<file path="config.mk">
export PLATFORM = sky130hd
export DESIGN_NAME = alu_issue
export DESIGN_NICKNAME = d
export VERILOG_FILES = /design/src/rtl/alu_issue.sv
export SDC_FILE = /design/constraint.sdc
export NUM_CORES = 1
export LEC_CHECK = 0
export ABC_AREA = 1
export BUFFER_PORTS_ARGS = -buffer_cell sky130_fd_sc_hd__clkbuf_2
export CAP_MARGIN = 40
export CORE_MARGIN = 3
export CORE_UTILIZATION = 35
export DETAILED_ROUTE_END_ITERATION = 10
export GPL_TIMING_DRIVEN = 0
export PLACE_DENSITY = 0.62
export SLEW_MARGIN = 10
export SYNTH_ARGS = -nofsm -noshare
export SYNTH_HDL_FRONTEND = slang
export SYNTH_SLANG_ARGS = --single-unit
export TNS_END_PERCENT = 30
</file>
<file path="constraint.sdc">
create_clock -name clk -period 4.3 [get_ports clk]
set_input_delay 0.43 -clock clk [delete_from_list [all_inputs] [get_ports clk]]
set_output_delay 0.43 -clock clk [all_outputs]
set_load 0.005 [all_outputs]
</file>
<file path="src/rtl/alu_issue.sv">
`default_nettype none
// ============================================================================
// Module   : alu_issue
// Brief    : MIPS add/sub/sll/sra/addi decode into a two-entry skid buffer
//            feeding the ALU stage. Optional macro ILLEGAL_TRAP_EN drops
//            unsupported beats and raises a sticky illegal flag.
// Revision : 1.0 - initial release
// ============================================================================
module alu_issue #(
    parameter int IMM_SIGNED = 1
) (
    input  logic        clk,
    input  logic        rst,
    input  logic        in_valid,
    output logic        in_ready,
    input  logic [31:0] instr,
    input  logic [31:0] rs_val,
    input  logic [31:0] rt_val,
    output logic        out_valid,
    input  logic        out_ready,
    output logic [1:0]  ALUCtl,
    output logic [31:0] A,
    output logic [31:0] B,
    output logic        illegal
);

    localparam logic [5:0] c_OP_SPECIAL = 6'h00;
    localparam logic [5:0] c_OP_ADDI    = 6'h08;
    localparam logic [5:0] c_FN_SLL     = 6'h00;
    localparam logic [5:0] c_FN_SRA     = 6'h03;
    localparam logic [5:0] c_FN_ADD     = 6'h20;
    localparam logic [5:0] c_FN_SUB     = 6'h22;

    typedef enum logic [1:0] {
        S_EMPTY = 2'd0,
        S_ONE   = 2'd1,
        S_FULL  = 2'd2
    } state_t;

    state_t      r_state;
    logic [1:0]  r_skid_ctl;
    logic [31:0] r_skid_a;
    logic [31:0] r_skid_b;

    logic [31:0] w_imm;
    logic [31:0] w_shamt;
    logic [1:0]  w_ctl;
    logic [31:0] w_a;
    logic [31:0] w_b;
    logic        w_ill;
    logic [1:0]  w_e_ctl;
    logic [31:0] w_e_a;
    logic [31:0] w_e_b;
    logic        w_in_fire;
    logic        w_push;
    logic        w_pop;
    logic        w_unused_instr;

    assign w_unused_instr = ^instr[25:16];
    assign w_shamt        = {27'b0, instr[10:6]};

    generate
        if (IMM_SIGNED != 0) begin : g_imm_sext
            assign w_imm = {{16{instr[15]}}, instr[15:0]};
        end else begin : g_imm_zext
            assign w_imm = {16'b0, instr[15:0]};
        end
    endgenerate

    always_comb begin
        w_ctl = 2'd0;
        w_a   = rs_val;
        w_b   = rt_val;
        w_ill = 1'b0;
        if (instr[31:26] == c_OP_SPECIAL) begin
            case (instr[5:0])
                c_FN_ADD: w_ctl = 2'd0;
                c_FN_SUB: w_ctl = 2'd1;
                c_FN_SLL: begin
                    w_ctl = 2'd2;
                    w_a   = rt_val;
                    w_b   = w_shamt;
                end
                c_FN_SRA: begin
                    w_ctl = 2'd3;
                    w_a   = rt_val;
                    w_b   = w_shamt;
                end
                default: w_ill = 1'b1;
            endcase
        end else if (instr[31:26] == c_OP_ADDI) begin
            w_b = w_imm;
        end else begin
            w_ill = 1'b1;
        end
    end

    // Unsupported beats become an add of zeros (a nop) when they are forwarded.
    assign w_e_ctl   = w_ill ? 2'd0  : w_ctl;
    assign w_e_a     = w_ill ? 32'd0 : w_a;
    assign w_e_b     = w_ill ? 32'd0 : w_b;

    assign w_in_fire = in_valid & in_ready;
    assign w_pop     = out_valid & out_ready;

`ifdef ILLEGAL_TRAP_EN
    logic r_illegal;

    assign w_push  = w_in_fire & ~w_ill;
    assign illegal = r_illegal;

    always_ff @(posedge clk or posedge rst) begin
        if (rst) begin
            r_illegal <= 1'b0;
        end else if (w_in_fire && w_ill) begin
            r_illegal <= 1'b1;
        end
    end
`else
    assign w_push  = w_in_fire;
    assign illegal = 1'b0;
`endif

    // ALUCtl/A/B are the head entry; the skid entry only fills while the head stalls.
    always_ff @(posedge clk or posedge rst) begin
        if (rst) begin
            r_state    <= S_EMPTY;
            in_ready   <= 1'b0;
            out_valid  <= 1'b0;
            ALUCtl     <= 2'd0;
            A          <= 32'd0;
            B          <= 32'd0;
            r_skid_ctl <= 2'd0;
            r_skid_a   <= 32'd0;
            r_skid_b   <= 32'd0;
        end else begin
            case (r_state)
                S_EMPTY: begin
                    in_ready <= 1'b1;
                    if (w_push) begin
                        ALUCtl    <= w_e_ctl;
                        A         <= w_e_a;
                        B         <= w_e_b;
                        out_valid <= 1'b1;
                        r_state   <= S_ONE;
                    end
                end
                S_ONE: begin
                    if (w_push && !w_pop) begin
                        r_skid_ctl <= w_e_ctl;
                        r_skid_a   <= w_e_a;
                        r_skid_b   <= w_e_b;
                        in_ready   <= 1'b0;
                        r_state    <= S_FULL;
                    end else if (w_pop && !w_push) begin
                        out_valid <= 1'b0;
                        r_state   <= S_EMPTY;
                    end else if (w_push && w_pop) begin
                        ALUCtl <= w_e_ctl;
                        A      <= w_e_a;
                        B      <= w_e_b;
                    end
                end
                S_FULL: begin
                    if (w_pop) begin
                        ALUCtl   <= r_skid_ctl;
                        A        <= r_skid_a;
                        B        <= r_skid_b;
                        in_ready <= 1'b1;
                        r_state  <= S_ONE;
                    end
                end
                default: begin
                    in_ready  <= 1'b1;
                    out_valid <= 1'b0;
                    r_state   <= S_EMPTY;
                end
            endcase
        end
    end

endmodule
`default_nettype wire
</file>
==> results of run 1 <==
[state kept, by name, summed over array words and instances (netlist names)]
register    count
r_skid_b       32
r_state         2
out_valid       1
A              32
ALUCtl          2
B              32
r_skid_a       32
r_skid_ctl      2
in_ready        1
[worst max-delay path: stages (launching register included)]
cell and delay, ns:
dfrtp_1 0.40, nand2_1 0.12, inv_1 0.09, ha_1 0.18, inv_1 0.08, nor2_2 0.08
inv_1 0.12, clkbuf_1 0.46, clkbuf_1 0.50, nand2_1 0.11, nand2_1 0.09
[through the flow]
step	worst slack (ns)	total power [W]	instances	instance area, um2	TNS [ns]
floorplan	0.2305	0.003174	941	6972	0
global placement	-1.660	0.003964	1358	8083	-224.71
detailed placement	1.925	0.003993	1359	8118	0
CTS	1.970	0.005495	1390	8711	0
global route	1.686	0.005847	1390	8711	0
finish	1.993	0.005456	1390	8711	0
[cell type report]
| class | instances | area share, % |
|---|---|---|
| Buffer | 57 | 3.375 |
| Clock buffer | 19 | 5.085 |
| Clock inverter | 12 | 1.724 |
| Inverter | 33 | 1.508 |
| Multi-Input combinational cell | 715 | 36.17 |
| Sequential cell | 136 | 39.07 |
| Tap cell | 260 | 3.735 |
| Timing Repair Buffer | 158 | 9.336 |
[worst paths after layout]
kind / endpoint / slack, ns / cells past startpoint
worst max register to register: r_skid_a[4] / 1.99 / 10
worst min register to register: A[24] / 0.48 / 2
max in group asynchronous: B[31] / 3.55 / 3
worst min-delay path: A[14] / 0.02 / 2
worst max-delay path: r_skid_a[4] / 1.99 / 10
min in group clk: r_skid_ctl[0] / 0.31 / 3
[synthesized netlist by cell type]
| cell | count | area [um2] |
|---|---|---|
| o21ai_1 | 31 | 155.2 |
| inv_1 | 29 | 108.9 |
| nand2_1 | 383 | 1438 |
| buf_1 | 4 | 15.01 |
| nand2_2 | 2 | 12.51 |
| o21ai_0 | 67 | 335.3 |
| o21a_1 | 24 | 180.2 |
| ha_1 | 3 | 37.54 |
| a22o_1 | 1 | 8.760 |
| nor2_4 | 4 | 45.04 |
| nand3_1 | 71 | 355.3 |
| a21oi_4 | 1 | 16.27 |
| inv_2 | 4 | 15.01 |
| buf_2 | 13 | 65.06 |
| nor2_1 | 87 | 326.6 |
| dfrtp_1 | 136 | 3403 |
| nand2_4 | 1 | 11.26 |
| clkbuf_1 | 27 | 101.4 |
| nor2_2 | 2 | 12.51 |
| buf_4 | 9 | 67.56 |
| conb_1 | 1 | 3.750 |
| o211ai_1 | 4 | 30.03 |
| buf_6 | 4 | 45.04 |
| nand3_2 | 2 | 20.02 |
| a21oi_1 | 25 | 125.1 |
| nand4_1 | 6 | 37.54 |
[logic make-up after synthesis]
family / after synthesis
AND/OR/NAND/NOR: 558
AO/OA/AOI/OAI: 153
flip-flops: 136
buffers and inverters: 90
adder cells (fa/ha/maj): 3
other: 1
[report_power, final]
| group | total [W] | internal (W) | switching (W) |
|---|---|---|---|
| registers | 0.00194 | 0.00170 | 0.000242 |
| clock network | 0.00149 | 0.000922 | 0.000571 |
| logic | 0.00202 | 0.000763 | 0.00126 |
| total | 0.00546 | 0.00339 | 0.00207 |
[per-layer routing]
layer  vias up  part of all wire (%)  track usage (%)
met1      3240                    46            31.70
met5         -                     0                0
met3        37                   8.4            4.596
met4         0                   2.4            6.104
met2       306                    43            31.98
li1       3372                     -                -
==> out/metrics.yaml, run 1 <==
diodes: 0
synth_nets: 1044
fin_util_pct: 45.50
grt_pass1_wl_um: 36400
maxCapViolCount: 0
dieArea_um2: 21650
clkTransAtPathRegs_ns: 0.07
post_cts.repair.setup_buffers: 0
fin_crit_sh_pct: 53.65
ir_drop_uv: 315.0
vias_per_cell: 5.004
dr.pass1.iters: 5
root_buffer: "clkbuf_16"
fmax_ghz: 0.4335
max_slew_margin_pct: 61.98
synth.area.mux_share_pct: 0
dp_hpwl_um: 17430
clock_latency_ns: 0.43
numCtsBuffers: 17
routed_wl_um: 23100
areaGrowthSynthToFinish_pct: 24.95
std_cell_rows: 50
required_ns: 4.66
grt_max_degree: 81
drc_errors: 0
fillCellCount: 1997
cts_hold_buffers: 0
die_w_um: 147.1
layout_common_cells: "383 x nand2_1, 157 x clkbuf_2, 136 x dfrtp_1"
postSynthCellCount: 941
ant_nets: 0
maxSlewViolCount: 0
grt_overflow: 0
rsz0062_at_grt: "no"
min_period_ns: 2.307
clk_path_buf_depth: 2
synthAdderAreaFrac_pct: 0.5384
first_iter_violations: 625
hold_viol_final: 0
yosys.cell_types.count: 26
synth_warnings: 0
endpoint_kind: "flip-flop"
dr_total_vias: 6955
p_per_area_nw_per_um2: 626.4
multiInputGateArea_um2: 3151
power_leakage_nw: 4.749
critPathLaunch: "in_ready"
r2r_start: "in_ready"
worstPathMaxFanout: 10
cts_tree: "done"
fin_worst_skew_ns: 0.01082
worst_pin_slew_ns: 0.5683
hold_ws_ns: 0.01926
synth_compound_area_share_pct: 12.20
cts_resized: 0
grt_pass1_vias: 6549
final_common_cell: "nand2_1"
port_buffers: 157
io_pins: 169
cts_max_level: 4
start_util_pct: 36.42
nets: 1221
critPathKind: "flip-flop to flip-flop"
post_synth.cell_area_avg_um2: 7.409
cts_sinks: 136
wl_per_cell_um: 16.62
synth-simple-area-share_pct: 32.39
netlist_area_um2: 6972
synth-xor-area-share_pct: 0
seqCellArea_um2: 3403
synth_top_family_by_area: "simple AND/OR/NAND/NOR gates"
yosys_register_bits: 136
core-area_um2: 19140
critPathArrivalTime_ns: 2.67
hp-class: "primary input to async pin"
critPathLaunchType: "flip-flop"
status: "finished clean"
drive_gt1_share_pct: 20.44
groute.usage.overall_pct: 21.52
gp_congestion: 0.8767
setup_viol: 0
fp.dieH_um: 147.1
yosysSeqAreaShare_pct: 48.82
grt_antenna_before_repair: 0
Power figures use the tool's default switching activity.
==> inputs of run 2 (changes only) <==
--- a/config.mk
+++ b/config.mk
@@ -12,7 +12,7 @@
 export CORE_UTILIZATION = 35
 export DETAILED_ROUTE_END_ITERATION = 10
 export GPL_TIMING_DRIVEN = 0
-export PLACE_DENSITY = 0.62
+export PLACE_DENSITY = 0.6
 export SLEW_MARGIN = 10
 export SYNTH_ARGS = -nofsm -noshare
 export SYNTH_HDL_FRONTEND = slang
==> constraint.sdc (replaced) <==
create_clock -name clk -period 2.3 [get_ports clk]
set_input_delay 0.23 -clock clk [delete_from_list [all_inputs] [get_ports clk]]
set_output_delay 0.23 -clock clk [all_outputs]
set_load 0.005 [all_outputs]
==> run 2 against run 1 <==
Critical path depth grew 1. Combinational power grew 88%. Final area grew 1.1%. Global-route usage grew 0.069 points. Register-to-register slack lost 1.8 ns. Sequential power grew 88%. Largest cell class unchanged.
==> out/metrics.yaml, run 2 (same netlist as run 1, synthesis figures left out) <==
clkTransAtPathRegs_ns: 0.06  # about the same
post_cts.repair.setup_buffers: 0  # unchanged
root_buffer: "clkbuf_16"
drc_errors: 0  # unchanged
maxCapViolCount: 0  # unchanged
r2r_cells: 11  # +1
status: "finished clean"
min_from: "instr[1]"
critPathKind: "flip-flop to flip-flop"
groute.usage.overall_pct: 21.59  # +0.069 points
gp_congestion: 0.8787  # +0.23%
layout_common_cells: "383 x nand2_1, 159 x clkbuf_2, 136 x dfrtp_1"
min_to: "r_skid_ctl[0]"
maxSlewViolCount: 0  # unchanged
fin_area_um2: 8811  # +1.1%
die_w_um: 147.1  # unchanged
io_pins: 169  # unchanged
crit_chain: "nand2_1 > inv_1 > ha_1 > nor2_1 > nand3_1 > a21oi_4 > inv_2 > buf_2 > nor2_1 > nand2_1 > nand2_1"
fmax_ghz: 0.4744  # +9.4%
port_buffers: 157  # unchanged
hold_ws_ns: 0.1113  # +0.09203 ns
start_util_pct: 36.42  # unchanged
place_inst: 1362  # +0.22%
grt_antenna_before_repair: 1  # +1
r2r_start: "out_valid"
r2r-end: "A[29]"
final_common_cell: "nand2_1"
p_per_area_nw_per_um2: 1180  # +88%
worstPathMaxFanout: 10  # unchanged
ant_nets: 0  # unchanged
worst_pin_slew_ns: 0.6319  # +0.06365 ns
placement.cell_area_um2: 8167  # +0.60%
max_slew_margin_pct: 57.87  # -4.1 points
routed_wl_um: 23500  # +1.7%
holdPathStages: 3
required_ns: 2.66  # -2.00 ns
cts_tree: "done"
grt_overflow: 0  # unchanged
first_iter_violations: 518  # -17%
critPathArrivalTime_ns: 2.47  # -0.20 ns
dpl_worst_slack_ns: 0.001430  # -1.923 ns
areaGrowthSynthToFinish_pct: 26.38
critPathMaxStageDelay_ns: 0.40  # -0.10 ns
vias_per_cell: 5.044  # +0.80%
dp_hpwl_um: 17600  # +0.99%
core-area_um2: 19140  # unchanged
critPathLaunchType: "flip-flop"
slowest_stage: "dfrtp_1"
crit_buf_inv: 3  # -2
rsz0062_at_grt: "yes"
std_cell_rows: 50  # unchanged
clock_latency_ns: 0.42  # about the same
cts_sinks: 136  # unchanged
wl_per_cell_um: 16.83  # +1.3%
fin_crit_sh_pct: 91.66  # +38 points
dieArea_um2: 21650  # unchanged
min_period_ns: 2.108  # -0.1987 ns
hp-class: "primary input to flip-flop"
cp_top_family: "simple AND/OR/NAND/NOR gates"
fin_ws_ns: 0.1919  # -1.801 ns
dr_total_vias: 7041  # +1.2%
nets: 1225  # +0.33%
dr.pass1.iters: 6  # +1
tns_ns: 0  # unchanged
endpoint_kind: "flip-flop"
ir_drop_uv: 601.2  # +91%
ff2ff_setup_slack_ns: 0.19  # -1.80 ns
grt_pass1_vias: 6628  # +1.2%
clk_path_buf_depth: 2  # unchanged
setup_viol: 0  # unchanged
numCtsBuffers: 17  # unchanged
grt_max_degree: 38  # -53%
fp.dieH_um: 147.1  # unchanged
hold_viol_final: 0  # unchanged
drive_gt1_share_pct: 20.79  # +0.35 points
power_leakage_nw: 4.800  # +1.1%
final_cells: 1396  # +0.43%
grt_pass1_wl_um: 36760  # +0.99%
critPathMostFrequentCell: "nand2_1"
cts_max_level: 4  # unchanged
fin_worst_skew_ns: 0.007172  # -0.003650 ns
## run 2: changes by cell type in the layout (fill, tap and decap cells not counted), moves of 2 or more
cell / change
clkbuf_1: -3
buf_1: +2
clkbuf_2: +2
buf_12: +4
clkinv_4: +2
## run 2: repair_timing
action                     in CTS  in global routing
hold endpoints to repair       30                  0
setup endpoints to repair       3                 39
resized for setup               1                  4
hold buffers                    1                  0
pin swaps                       0                  0
## run 2: per-stage QoR
stage                     util [%]  total power, W
after detailed placement     42.66        0.007477
after CTS                    46.01         0.01045
after floorplan                  -        0.005934
after global routing         46.03         0.01110
final                        46.03         0.01039
after global placement       42.24        0.007418
## run 2: layout make-up
type,count,area (um2)
Fill cell,1987,10330
Sequential cell,136,3403
Multi-Input combinational cell,715,3151
Timing Repair Buffer,162,875.8
Clock buffer,21,460.4
Tap cell,260,325.3
Buffer,57,296.5
Clock inverter,11,168.9
Inverter,33,127.6
Antenna cell,1,2.502
## run 2: worst min-delay path, cell delays in order
cell,delay (ns)
clkbuf_2,0.13
nand3_1,0.09
nand2_1,0.05
## run 2: worst max-delay path by stage
stage | startpoint | to | slack, ns | cells after the start
floorplan | rst | ALUCtl[0] | 0.38 | 1
global placement | rst | out_valid | -0.64 | 2
detailed placement | in_ready | r_skid_a[8] | 0.001 | 10
CTS | in_ready | r_skid_b[21] | 0.02 | 10
global route | out_valid | B[18] | -0.03 | 10
finish | out_valid | A[29] | 0.19 | 11
## run 2: power breakdown
group	switching [W]	total, W	internal [W]
registers	0.000468	0.00365	0.00318
logic	0.00235	0.00379	0.00144
clock network	0.00108	0.00295	0.00187
## run 2: per-layer routing
layer	part of all wire (%)	vias up	global-route usage [%]
li1	-	3376	-
met1	47	3328	31.77
met2	44	305	32.56
met3	7.0	32	4.102
met4	1.9	0	6.011
met5	0	-	0
==> inputs of run 3 (changes only) <==
--- a/config.mk
+++ b/config.mk
@@ -13,6 +13,7 @@
 export DETAILED_ROUTE_END_ITERATION = 10
 export GPL_TIMING_DRIVEN = 0
 export PLACE_DENSITY = 0.6
+export RECOVER_POWER = 50
 export SLEW_MARGIN = 10
 export SYNTH_ARGS = -nofsm -noshare
 export SYNTH_HDL_FRONTEND = slang
==> run 3 against run 2 <==
Non-clock buffer count unchanged. Wire length down 0.34%. Hold slack worse by 0.0022 ns. Final area down 0.80%. Critical endpoint is now B[17]. Largest power group unchanged. Highest routed layer unchanged.
==> out/metrics.yaml, run 3 (same netlist as run 1, synthesis figures left out) <==
cts_tree: "done"
areaGrowthSynthToFinish_pct: 25.38
fin_area_um2: 8741  # -0.80%
r2r_start: "out_valid"
dr_total_vias: 7031  # -0.14%
rsz0062_at_grt: "yes"
cts_max_level: 4  # unchanged
root_buffer: "clkbuf_16"
r2r-end: "B[17]"
drive_gt1_share_pct: 19.91  # -0.88 points
max_slew_margin_pct: 43.22  # -15 points
std_cell_rows: 50  # unchanged
maxSlewViolCount: 0  # unchanged
io_pins: 169  # unchanged
drc_errors: 0  # unchanged
maxCapViolCount: 0  # unchanged
grt_antenna_before_repair: 1  # unchanged
placement.cell_area_um2: 8167  # unchanged
die_w_um: 147.1  # unchanged
critPathLaunchType: "flip-flop"
post_cts.repair.setup_buffers: 0  # unchanged
worstPathMaxFanout: 10  # unchanged
hold_viol_final: 0  # unchanged
endpoint: "B[17]"
fmax_ghz: 0.4691  # -1.1%
hold_ws_ns: 0.1091  # -0.002222 ns
hp-class: "primary input to flip-flop"
total_power_w: 0.01036  # -0.31%
tns_ns: 0  # unchanged
cts_sinks: 136  # unchanged
critPathKind: "flip-flop to flip-flop"
vias_per_cell: 5.037  # -0.14%
ir_drop_uv: 599.1  # -0.34%
critPathArrivalTime_ns: 2.44  # -0.03 ns
worst_pin_slew_ns: 0.8517  # +0.2198 ns
clk_path_buf_depth: 2  # unchanged
first_iter_violations: 529  # +2.1%
grt_overflow: 0  # unchanged
grt_pass1_wl_um: 36760  # unchanged
dieArea_um2: 21650  # unchanged
endpoint_kind: "flip-flop"
numCtsBuffers: 17  # unchanged
setup_viol: 0  # unchanged
p_per_area_nw_per_um2: 1186  # +0.49%
groute.usage.overall_pct: 21.59  # unchanged
fin_worst_skew_ns: 0.007239  # +0.00006700 ns
layout_common_cells: "383 x nand2_1, 150 x clkbuf_2, 136 x dfrtp_1"
dp_hpwl_um: 17600  # unchanged
port_buffers: 157  # unchanged
dr.pass1.iters: 5  # -1
fp.dieH_um: 147.1  # unchanged
status: "finished clean"
fin_crit_sh_pct: 92.69  # +1.0 points
required_ns: 2.61  # -0.05 ns
grt_max_degree: 38  # unchanged
gp_congestion: 0.8787  # unchanged
critPathLaunch: "out_valid"
start_util_pct: 36.42  # unchanged
ff2ff_setup_slack_ns: 0.17  # -0.02 ns
r2r_cells: 10  # -1
min_period_ns: 2.132  # +0.02367 ns
final_common_cell: "nand2_1"
clock_latency_ns: 0.42  # about the same
ant_nets: 0  # unchanged
wl_per_cell_um: 16.77  # -0.34%
grt_pass1_vias: 6628  # unchanged
routed_wl_um: 23420  # -0.34%
power_leakage_nw: 4.745  # -1.1%
nets: 1225  # unchanged
core-area_um2: 19140  # unchanged
clkTransAtPathRegs_ns: 0.06  # about the same
## run 3: cell count changes in the layout (fill, tap and decap cells not counted), sizes merged
cell / before / now
buf: 36 / 34
clkbuf: 203 / 205
## run 3: final cells by class
| type | instances | area (um2) |
|---|---|---|
| fillers | 1999 | 10400 |
| flip-flops and latches | 136 | 3403 |
| multi-input cells | 715 | 3151 |
| repair buffers | 162 | 805.8 |
| clock buffers | 21 | 460.4 |
| well taps | 260 | 325.3 |
| plain buffers | 57 | 296.5 |
| clock inverters | 11 | 168.9 |
| inverters | 33 | 127.6 |
| diodes | 1 | 2.502 |
## run 3: timing repair
item | 4_1_cts | 5_1_grt
gates cloned | 0 | 0
hold buffers | 1 | 0
hold endpoints to repair | 30 | 0
resized for setup | 1 | 4
setup endpoints to repair | 3 | 39
## run 3: how the worst min path moves through the flow
stage | from | end | slack [ns] | cells past startpoint
floorplan | instr[1] | r_skid_ctl[0] | 0.37 | 2
global placement | r_skid_b[19] | r_skid_b[19] | 0.46 | 2
detailed placement | rst | A[14] | 0.28 | 3
CTS | instr[1] | r_skid_ctl[0] | 0.10 | 3
global route | instr[1] | r_skid_ctl[0] | 0.14 | 3
finish | instr[1] | r_skid_ctl[0] | 0.11 | 3
## run 3: worst max-delay path, cell delays in order, from the launching register on
cell      delay, ns
dfrtp_1        0.40
nand2_1        0.14
inv_1          0.08
ha_1           0.19
nor2_1         0.13
nand3_1        0.13
a21oi_4        0.30
inv_2          0.16
clkbuf_1       0.28
nand2_1        0.13
o21ai_1        0.07
## run 3: through the flow
step / cells / utilization (%) / setup WS [ns]
6_report: 1396 / 45.66 / 0.1682
5_1_grt: 1396 / 45.66 / -0.03197
4_1_cts: 1395 / 46.01 / 0.01850
3_5_place_dp: 1362 / 42.66 / 0.001430
3_3_place_gp: 1358 / 42.24 / -0.6422
2_1_floorplan: 941 / - / 0.3769
## run 3: metal layers
layer,wire length (um),vias up,global-route usage (%)
met2,10420,305,32.56
met1,10700,3324,31.77
met3,1914,21,4.102
met5,0,-,0
met4,378,0,6.011
li1,-,3381,-
## run 3: report_power, final
part | leakage (nW) | switching (W) | internal, W | total, W
logic | 2.61 | 0.00236 | 0.00141 | 0.00377
registers | 1.83 | 0.000465 | 0.00318 | 0.00365
clock network | 0.307 | 0.00107 | 0.00187 | 0.00295
